==> config.mk <==
export PLATFORM = sky130hd
export DESIGN_NAME = conv_sequencer_flat
export DESIGN_NICKNAME = d
export VERILOG_FILES = /design/src/rtl/conv_pkg.sv /design/src/rtl/conv_sequencer_if.sv /design/src/rtl/conv_idx_gen.sv /design/src/rtl/conv_sequencer.sv /design/src/flat_wrapper.sv
export SDC_FILE = /design/constraint.sdc
export NUM_CORES = 1
export LEC_CHECK = 0
export ABC_CLOCK_PERIOD_IN_PS = 3800
export CORE_UTILIZATION = 57
export DETAILED_ROUTE_END_ITERATION = 10
export DONT_BUFFER_PORTS = 1
export HOLD_SLACK_MARGIN = 0.05
export PLACE_DENSITY_LB_ADDON = 0.08
export SYNTH_ARGS = -nofsm -noshare
export SYNTH_HDL_FRONTEND = slang
export SYNTH_SLANG_ARGS = --single-unit
==> constraint.sdc <==
create_clock -name clk -period 3.8 [get_ports clk]
set_clock_uncertainty 0.2 [all_clocks]
set_input_delay 0.76 -clock clk [delete_from_list [all_inputs] [get_ports clk]]
set_output_delay 0.76 -clock clk [all_outputs]
set_load 0.005 [all_outputs]
==> src/rtl/conv_pkg.sv <==
// rtl/conv_pkg.sv - shared types, defaults and helpers for the 1-D convolution engine
package conv_pkg;

  localparam int DATA_N_DEF    = 8;
  localparam int LG_DATA_N_DEF = 3;
  localparam int FILT_N_DEF    = 4;
  localparam int LG_FILT_N_DEF = 2;

  typedef enum logic [1:0] {
    ST_LOAD  = 2'd0,
    ST_ISSUE = 2'd1,
    ST_DRAIN = 2'd2,
    ST_OUT   = 2'd3
  } conv_state_e;

  function automatic int y_count(input int data_n, input int filt_n);
    return data_n - filt_n + 1;
  endfunction

endpackage

==> src/rtl/conv_sequencer_if.sv <==
// rtl/conv_sequencer_if.sv - sequencer bus towards the loaders, memories and MAC datapath
interface conv_sequencer_if
  import conv_pkg::*;
#(
  parameter int LG_DATA_N = LG_DATA_N_DEF,
  parameter int LG_FILT_N = LG_FILT_N_DEF
) ();

  logic                 done_x;
  logic                 done_f;
  logic                 mem_wr_state;
  logic                 frame_start;
  logic                 rd_en;
  logic [LG_DATA_N-1:0] rd_addr_x;
  logic [LG_FILT_N-1:0] rd_addr_f;
  logic                 mac_clr;
  logic                 mac_en;
  logic                 m_valid_y;
  logic                 m_ready_y;
  logic                 y_last;
  logic                 busy;

  modport master (
    input  done_x, done_f, m_ready_y,
    output mem_wr_state, frame_start, rd_en, rd_addr_x, rd_addr_f,
           mac_clr, mac_en, m_valid_y, y_last, busy
  );

  modport slave (
    output done_x, done_f, m_ready_y,
    input  mem_wr_state, frame_start, rd_en, rd_addr_x, rd_addr_f,
           mac_clr, mac_en, m_valid_y, y_last, busy
  );

endinterface

==> src/rtl/conv_idx_gen.sv <==
// rtl/conv_idx_gen.sv - nested output (n) / tap (k) counter for the convolution sequencer
module conv_idx_gen
  import conv_pkg::*;
#(
  parameter int LG_DATA_N = LG_DATA_N_DEF,
  parameter int LG_FILT_N = LG_FILT_N_DEF,
  parameter int FILT_N    = FILT_N_DEF,
  parameter int Y_N       = y_count(DATA_N_DEF, FILT_N_DEF)
) (
  input  logic                 clk,
  input  logic                 rst_n,
  input  logic                 step_i,
  input  logic                 restart_i,
  input  logic                 advance_n_i,
  output logic [LG_DATA_N-1:0] n_o,
  output logic [LG_FILT_N-1:0] k_o,
  output logic                 k_last_o,
  output logic                 n_last_o
);

  logic [LG_DATA_N-1:0] n_q, n_d;
  logic [LG_FILT_N-1:0] k_q, k_d;

  assign k_last_o = (k_q == LG_FILT_N'(FILT_N - 1));
  assign n_last_o = (n_q == LG_DATA_N'(Y_N - 1));
  assign n_o      = n_q;
  assign k_o      = k_q;

  always_comb begin
    n_d = n_q;
    k_d = k_q;
    if (restart_i) begin
      n_d = '0;
      k_d = '0;
    end else begin
      if (step_i) k_d = k_last_o ? '0 : k_q + LG_FILT_N'(1);
      if (advance_n_i) n_d = n_q + LG_DATA_N'(1);
    end
  end

  always_ff @(posedge clk or negedge rst_n) begin
    if (!rst_n) begin
      n_q <= '0;
      k_q <= '0;
    end else begin
      n_q <= n_d;
      k_q <= k_d;
    end
  end

endmodule

==> src/rtl/conv_sequencer.sv <==
// rtl/conv_sequencer.sv - compute-phase controller: load wait, tap issue, MAC pipeline, output handshake
module conv_sequencer
  import conv_pkg::*;
#(
  parameter int DATA_N    = DATA_N_DEF,
  parameter int LG_DATA_N = LG_DATA_N_DEF,
  parameter int FILT_N    = FILT_N_DEF,
  parameter int LG_FILT_N = LG_FILT_N_DEF
) (
  input  logic              clk,
  input  logic              rst_n,
  conv_sequencer_if.master  bus
);

  localparam int Y_N = y_count(DATA_N, FILT_N);

  if (FILT_N < 1 || FILT_N > DATA_N) begin : g_bad_filt
    $error("conv_sequencer: FILT_N must lie in 1..DATA_N");
  end

  conv_state_e          state_q;
  logic                 flag_x_q, flag_f_q;
  logic                 mem_wr_q, frame_start_q, rd_en_q, busy_q;
  logic                 mac_en_q, mac_clr_q, m_valid_q, y_last_q;
  logic [LG_DATA_N-1:0] n;
  logic [LG_FILT_N-1:0] k;
  logic                 k_last, n_last, load_go, accept;

  // Either order of arrival works: the live input stands in for a not-yet-set flag.
  assign load_go = (flag_x_q | bus.done_x) & (flag_f_q | bus.done_f);
  assign accept  = (state_q == ST_OUT) & bus.m_ready_y;

  conv_idx_gen #(
    .LG_DATA_N (LG_DATA_N),
    .LG_FILT_N (LG_FILT_N),
    .FILT_N    (FILT_N),
    .Y_N       (Y_N)
  ) u_idx (
    .clk         (clk),
    .rst_n       (rst_n),
    .step_i      (state_q == ST_ISSUE),
    .restart_i   (state_q == ST_LOAD),
    .advance_n_i (accept & ~n_last),
    .n_o         (n),
    .k_o         (k),
    .k_last_o    (k_last),
    .n_last_o    (n_last)
  );

  always_ff @(posedge clk or negedge rst_n) begin
    if (!rst_n) begin
      state_q       <= ST_LOAD;
      flag_x_q      <= 1'b0;
      flag_f_q      <= 1'b0;
      mem_wr_q      <= 1'b1;
      frame_start_q <= 1'b0;
      rd_en_q       <= 1'b0;
      busy_q        <= 1'b0;
      mac_en_q      <= 1'b0;
      mac_clr_q     <= 1'b0;
      m_valid_q     <= 1'b0;
      y_last_q      <= 1'b0;
    end else begin
      frame_start_q <= 1'b0;
      // Memory data arrives one cycle after the read strobe.
      mac_en_q      <= rd_en_q;
      mac_clr_q     <= rd_en_q & (k == '0);
      case (state_q)
        ST_LOAD: begin
          flag_x_q <= flag_x_q | bus.done_x;
          flag_f_q <= flag_f_q | bus.done_f;
          if (load_go) begin
            state_q  <= ST_ISSUE;
            rd_en_q  <= 1'b1;
            busy_q   <= 1'b1;
            mem_wr_q <= 1'b0;
          end
        end
        ST_ISSUE: begin
          if (k_last) begin
            state_q <= ST_DRAIN;
            rd_en_q <= 1'b0;
          end
        end
        ST_DRAIN: begin
          state_q   <= ST_OUT;
          m_valid_q <= 1'b1;
          y_last_q  <= n_last;
        end
        ST_OUT: begin
          if (bus.m_ready_y) begin
            m_valid_q <= 1'b0;
            y_last_q  <= 1'b0;
            if (n_last) begin
              state_q       <= ST_LOAD;
              flag_x_q      <= 1'b0;
              flag_f_q      <= 1'b0;
              frame_start_q <= 1'b1;
              mem_wr_q      <= 1'b1;
              busy_q        <= 1'b0;
            end else begin
              state_q <= ST_ISSUE;
              rd_en_q <= 1'b1;
            end
          end
        end
        default: state_q <= ST_LOAD;
      endcase
    end
  end

  assign bus.mem_wr_state = mem_wr_q;
  assign bus.frame_start  = frame_start_q;
  assign bus.rd_en        = rd_en_q;
  assign bus.rd_addr_x    = n + LG_DATA_N'(k);
  assign bus.rd_addr_f    = k;
  assign bus.mac_en       = mac_en_q;
  assign bus.mac_clr      = mac_clr_q;
  assign bus.m_valid_y    = m_valid_q;
  assign bus.y_last       = y_last_q;
  assign bus.busy         = busy_q;

endmodule

==> src/flat_wrapper.sv <==
// flat-port wrapper written by rule: the top's interface ports become plain ports
module conv_sequencer_flat import conv_pkg::*;
#(
  parameter int DATA_N    = DATA_N_DEF,
  parameter int LG_DATA_N = LG_DATA_N_DEF,
  parameter int FILT_N    = FILT_N_DEF,
  parameter int LG_FILT_N = LG_FILT_N_DEF
)
  (clk, rst_n, bus_done_x, bus_done_f, bus_m_ready_y, bus_mem_wr_state, bus_frame_start, bus_rd_en, bus_rd_addr_x, bus_rd_addr_f, bus_mac_clr, bus_mac_en, bus_m_valid_y, bus_y_last, bus_busy);
  conv_sequencer_if #(.LG_DATA_N(LG_DATA_N), .LG_FILT_N(LG_FILT_N)) bus_i ();
  input  logic clk;
  input  logic rst_n;
  input wire logic [$bits(bus_i.done_x)-1:0] bus_done_x;
  input wire logic [$bits(bus_i.done_f)-1:0] bus_done_f;
  input wire logic [$bits(bus_i.m_ready_y)-1:0] bus_m_ready_y;
  output wire logic [$bits(bus_i.mem_wr_state)-1:0] bus_mem_wr_state;
  output wire logic [$bits(bus_i.frame_start)-1:0] bus_frame_start;
  output wire logic [$bits(bus_i.rd_en)-1:0] bus_rd_en;
  output wire logic [$bits(bus_i.rd_addr_x)-1:0] bus_rd_addr_x;
  output wire logic [$bits(bus_i.rd_addr_f)-1:0] bus_rd_addr_f;
  output wire logic [$bits(bus_i.mac_clr)-1:0] bus_mac_clr;
  output wire logic [$bits(bus_i.mac_en)-1:0] bus_mac_en;
  output wire logic [$bits(bus_i.m_valid_y)-1:0] bus_m_valid_y;
  output wire logic [$bits(bus_i.y_last)-1:0] bus_y_last;
  output wire logic [$bits(bus_i.busy)-1:0] bus_busy;
  assign bus_i.done_x = bus_done_x;
  assign bus_i.done_f = bus_done_f;
  assign bus_i.m_ready_y = bus_m_ready_y;
  assign bus_mem_wr_state = bus_i.mem_wr_state;
  assign bus_frame_start = bus_i.frame_start;
  assign bus_rd_en = bus_i.rd_en;
  assign bus_rd_addr_x = bus_i.rd_addr_x;
  assign bus_rd_addr_f = bus_i.rd_addr_f;
  assign bus_mac_clr = bus_i.mac_clr;
  assign bus_mac_en = bus_i.mac_en;
  assign bus_m_valid_y = bus_i.m_valid_y;
  assign bus_y_last = bus_i.y_last;
  assign bus_busy = bus_i.busy;
  conv_sequencer #(.DATA_N(DATA_N), .LG_DATA_N(LG_DATA_N), .FILT_N(FILT_N), .LG_FILT_N(LG_FILT_N)) u_core (.clk(clk), .rst_n(rst_n), .bus(bus_i));
endmodule
==> metrics.md <==
| Metric | Value |
|---|---|
| # rows | `14` |
| Total gr overflow | `0` |
| Maximum single-stage delay on the critical path | `0.45 ns` |
| Number of input and output port buffers inserted | `0` |
| Fraction of the cycle the final worst path needs | `0.671` |
| Layout-stage area growth over the synthesis result | `4.64%` |
| Primary FF master, synth | `sky130_fd_sc_hd__dfrtp_1` |
| Routed Wire Length | `1720 um` |
| Flops & latches, synth | `17` |
| Top cell types by occurrence after synthesis | `16 x sky130_fd_sc_hd__dfrtp_1, 9 x sky130_fd_sc_hd__ha_1, 9 x sky130_fd_sc_hd__inv_1, 8 x sky130_fd_sc_hd__a21oi_1` |
| Final net count | `108` |
| Clock root buffer master | `sky130_fd_sc_hd__clkbuf_4` |
| Maximum operating frequency | `0.392 GHz` |
| Data arrival time at the worst-slack endpoint | `1.59 ns` |
| Sort of element at the start of the critical path | `flip-flop` |
| Total number of clock tree sinks | `17` |
| Post-CTS setup repair buffer count | `0` |
| Number of synthesized flops with an enable pin | `0` |
| ANT cells | `0` |
| Max-Slew Margin vs Limit | `0.505` |
| Count of mapped cells out of synthesis | `89` |
| GPL Wtd Cong | `0.770` |
| Final Worst Setup Slack | `1.25 ns` |
| Data required, critical path | `2.84 ns` |
| Post-synth cell types | `38` |
| Number of detailed-route iterations in the first pass | `4` |
| Warnings, synthesis | `0` |
| Routed vias/inst | `6.28` |
| Post-route ant nets | `0` |
| Number of gates on the worst path with buffers counted | `3` |
| Starting density of the core | `0.629` |
| Count of final setup violators | `0` |
| H-tree depth | `1` |
| Chip Width | `43.2 um` |
| Share of layout cells above drive strength 1 | `0.130` |
| DIE HEIGHT | `43.2 um` |
| HP Class | `in2async` |
| Worst Setup Path Type | `reg2out` |
| Register clock-pin slew on the reported worst setup and hold paths | `0.10 ns` |
| Number of cells traversed by the worst register-to-register path | `4` |
| Yosys top cell area share | `0.413` |
| Max Root-Sink Buffers | `2` |
| IO Count | `18` |
| Area of all placed cells without fillers | `0.00101 sq mm` |
| Status | `finished, final reports clean` |
| Cts hold-fix bufs | `1` |
| Worst slew pin tran | `0.741 ns` |
| Die Footprint | `0.00187 sq mm` |
| Post-detailed-route DRC marker count | `0` |
| Shortest period the worst path allows | `2.55 ns` |
| Dominant cell type by area after synthesis | `sky130_fd_sc_hd__dfrtp_1` |
| Routed via count | `678` |
| Estimated wirelength of the detail-placed design | `1250 um` |
| Pin count of the biggest net entering global routing | `17` |
| Static leakage | `0.495 nW` |
| Via count of the first global-routing pass | `697` |
| Post-Synthesis Cell Area | `970 sq um` |
| Global-route wire length before repair | `3060 um` |
| Floorplan Core Area | `0.00154 sq mm` |
| Number of filler cells placed in the layout | `119` |
| Average wire length per cell after detail routing | `15.9 um` |
| Violation count after the first detailed-route iteration | `7` |
| Async S/R FF share, synth | `1.00` |
| Top Family by Delay on Critical Path | `adder cells` |
| Number of buffers inserted during clock tree synthesis | `3` |
| Top cells by area, synth | `sky130_fd_sc_hd__dfrtp_1 41%, sky130_fd_sc_hd__ha_1 12%, sky130_fd_sc_hd__a21oi_1 4.1%, sky130_fd_sc_hd__inv_1 3.5%, sky130_fd_sc_hd__mux2i_1 3.1%` |
| Power density of the placed cells | `682 mW/mm^2` |
| Worst-skew pair later-pin latency | `0.29 ns` |
| Setup repair after global routing missed its margin | `false` |
| Max-slew violation count | `0` |
| Cell breakdown of the critical path | `ha_1 -> fa_1 -> xor2_1` |
| Number of antenna violations at the first check in global routing | `0` |
| IR Drop Worst-Case VDD | `0.484 mV` |
| Mapped Nets | `104` |
| Sequential cell area fraction in the yosys report | `0.440` |
| Master of the slowest instance on the critical path | `sky130_fd_sc_hd__dfrtp_1` |
| Pre-CTS setup slack | `1.57 ns` |
| Total negative slack | `0 ns` |
| GRT Total Usage | `0.223` |
| Final Hold Viols | `0` |
| Placed inst area | `977 sq um` |
| Resize count post-CTS | `0` |
| Kind of end point of the critical path | `primary output` |
| Top-count cell post-synth | `sky130_fd_sc_hd__dfrtp_1` |
| Count of maximum capacitance violations | `0` |
| Worst Path Max Fanout | `5` |
| Average instance area after synthesis | `10.9 sq um` |
| TritonCTS clock tree | `yes` |
| Buffers plus inverters on the worst setup path | `0` |
==> final cells by class <==
class,count,area (sq um),share of cell area
Multi-Input combinational cell,61,497,0.490
Sequential cell,17,427,0.420
Inverter,9,33.8,0.0333
Clock buffer,3,22.5,0.0222
Tap cell,16,20.0,0.0197
Timing Repair Buffer,1,10.0,0.00986
Clock inverter,1,5.00,0.00493
==> registers in the layout (all words and copies together), names as in the netlist <==
signal / cells
u_core.bus.mac_clr: 1
u_core.bus.rd_en: 1
u_core.u_idx.n_o: 3
u_core.flag_x_q: 1
u_core.bus.y_last: 1
u_core.bus.m_valid_y: 1
u_core.bus.frame_start: 1
u_core.u_idx.k_o: 2
u_core.bus.mem_wr_state: 1
u_core.state_q: 2
u_core.flag_f_q: 1
u_core.bus.busy: 1
u_core.bus.mac_en: 1
==> path summary, 6_finish.rpt <==
check                                                      from                                  end  slack (ns)
worst max-delay path            u_core.u_idx.k_o[0]$_DFFE_PN0P_                     bus_rd_addr_x[2]        1.25
worst min-delay path                                      rst_n  u_core.bus.mem_wr_state$_DFFE_PN1P_         0.1
worst max register to register    u_core.state_q[0]$_DFFE_PN0P_        u_core.state_q[1]$_DFFE_PN0P_        1.80
worst min register to register     u_core.bus.rd_en$_DFFE_PN0P_          u_core.bus.mac_en$_DFF_PN0_        0.28
max in group asynchronous                                 rst_n     u_core.bus.frame_start$_DFF_PN0_        2.17
min in group clk                   u_core.bus.rd_en$_DFFE_PN0P_          u_core.bus.mac_en$_DFF_PN0_        0.28
==> metal layers <==
metal / vias to the layer above / GRT usage / wire length, um
li1: 314 / - / -
met3: 5 / 0.0426 / 69
met5: - / 0 / 0
met1: 341 / 0.286 / 756
met2: 18 / 0.367 / 853
met4: 0 / 0.0909 / 36
==> report_power, final <==
group	switching, mW	internal, mW	leakage, nW
clock	0.0581	0.0392	0.0177
sequential	0.0531	0.229	0.198
combinational	0.168	0.144	0.279
==> cell families (layout without fill, tap and decap cells) <==
kind of cell / count (synthesis) / in the layout / share of synthesized area
fa+ha+maj: 10 / 10 / 0.137
mux: 4 / 4 / 0.0426
xor+xnor: 1 / 1 / 0.00903
buf+inv: 11 / 14 / 0.0477
compound gates: 24 / 24 / 0.199
simple gates: 22 / 22 / 0.125
flops: 17 / 17 / 0.440
==> stage by stage <==
| stage | hold slack [ns] | instances | power (mW) | utilization |
|---|---|---|---|---|
| 6_report | 0.0984 | 108 | 0.692 | 0.658 |
| 5_1_grt | 0.0790 | 108 | 0.760 | 0.658 |
| 4_1_cts | 0.0917 | 108 | 0.701 | 0.658 |
| 3_5_place_dp | 0.252 | 103 | 0.600 | 0.634 |
| 3_3_place_gp | 0.243 | 103 | 0.589 | 0.634 |
| 2_1_floorplan | 0.208 | 89 | 0.542 | - |
==> worst reg2reg max path: stages (launching register included) <==
cell and delay (ns):
sky130_fd_sc_hd__dfrtp_1 0.45, sky130_fd_sc_hd__ha_1 0.46, sky130_fd_sc_hd__nor2b_2 0.36, sky130_fd_sc_hd__a211oi_2 0.09, sky130_fd_sc_hd__mux2_1 0.33
==> cells in the final DEF (no fill, tap or decap), drive strengths merged, types with 2 or more instances in the layout <==
master  instances
mux2i           3
o22ai           2
nand3           2
or3             2
ha              9
nand2           5
nor2            4
dfrtp          16
and2            2
inv             9
clkbuf          3
o21ai           5
a21oi           8
nor2b           2
Power figures use the tool's default switching activity.
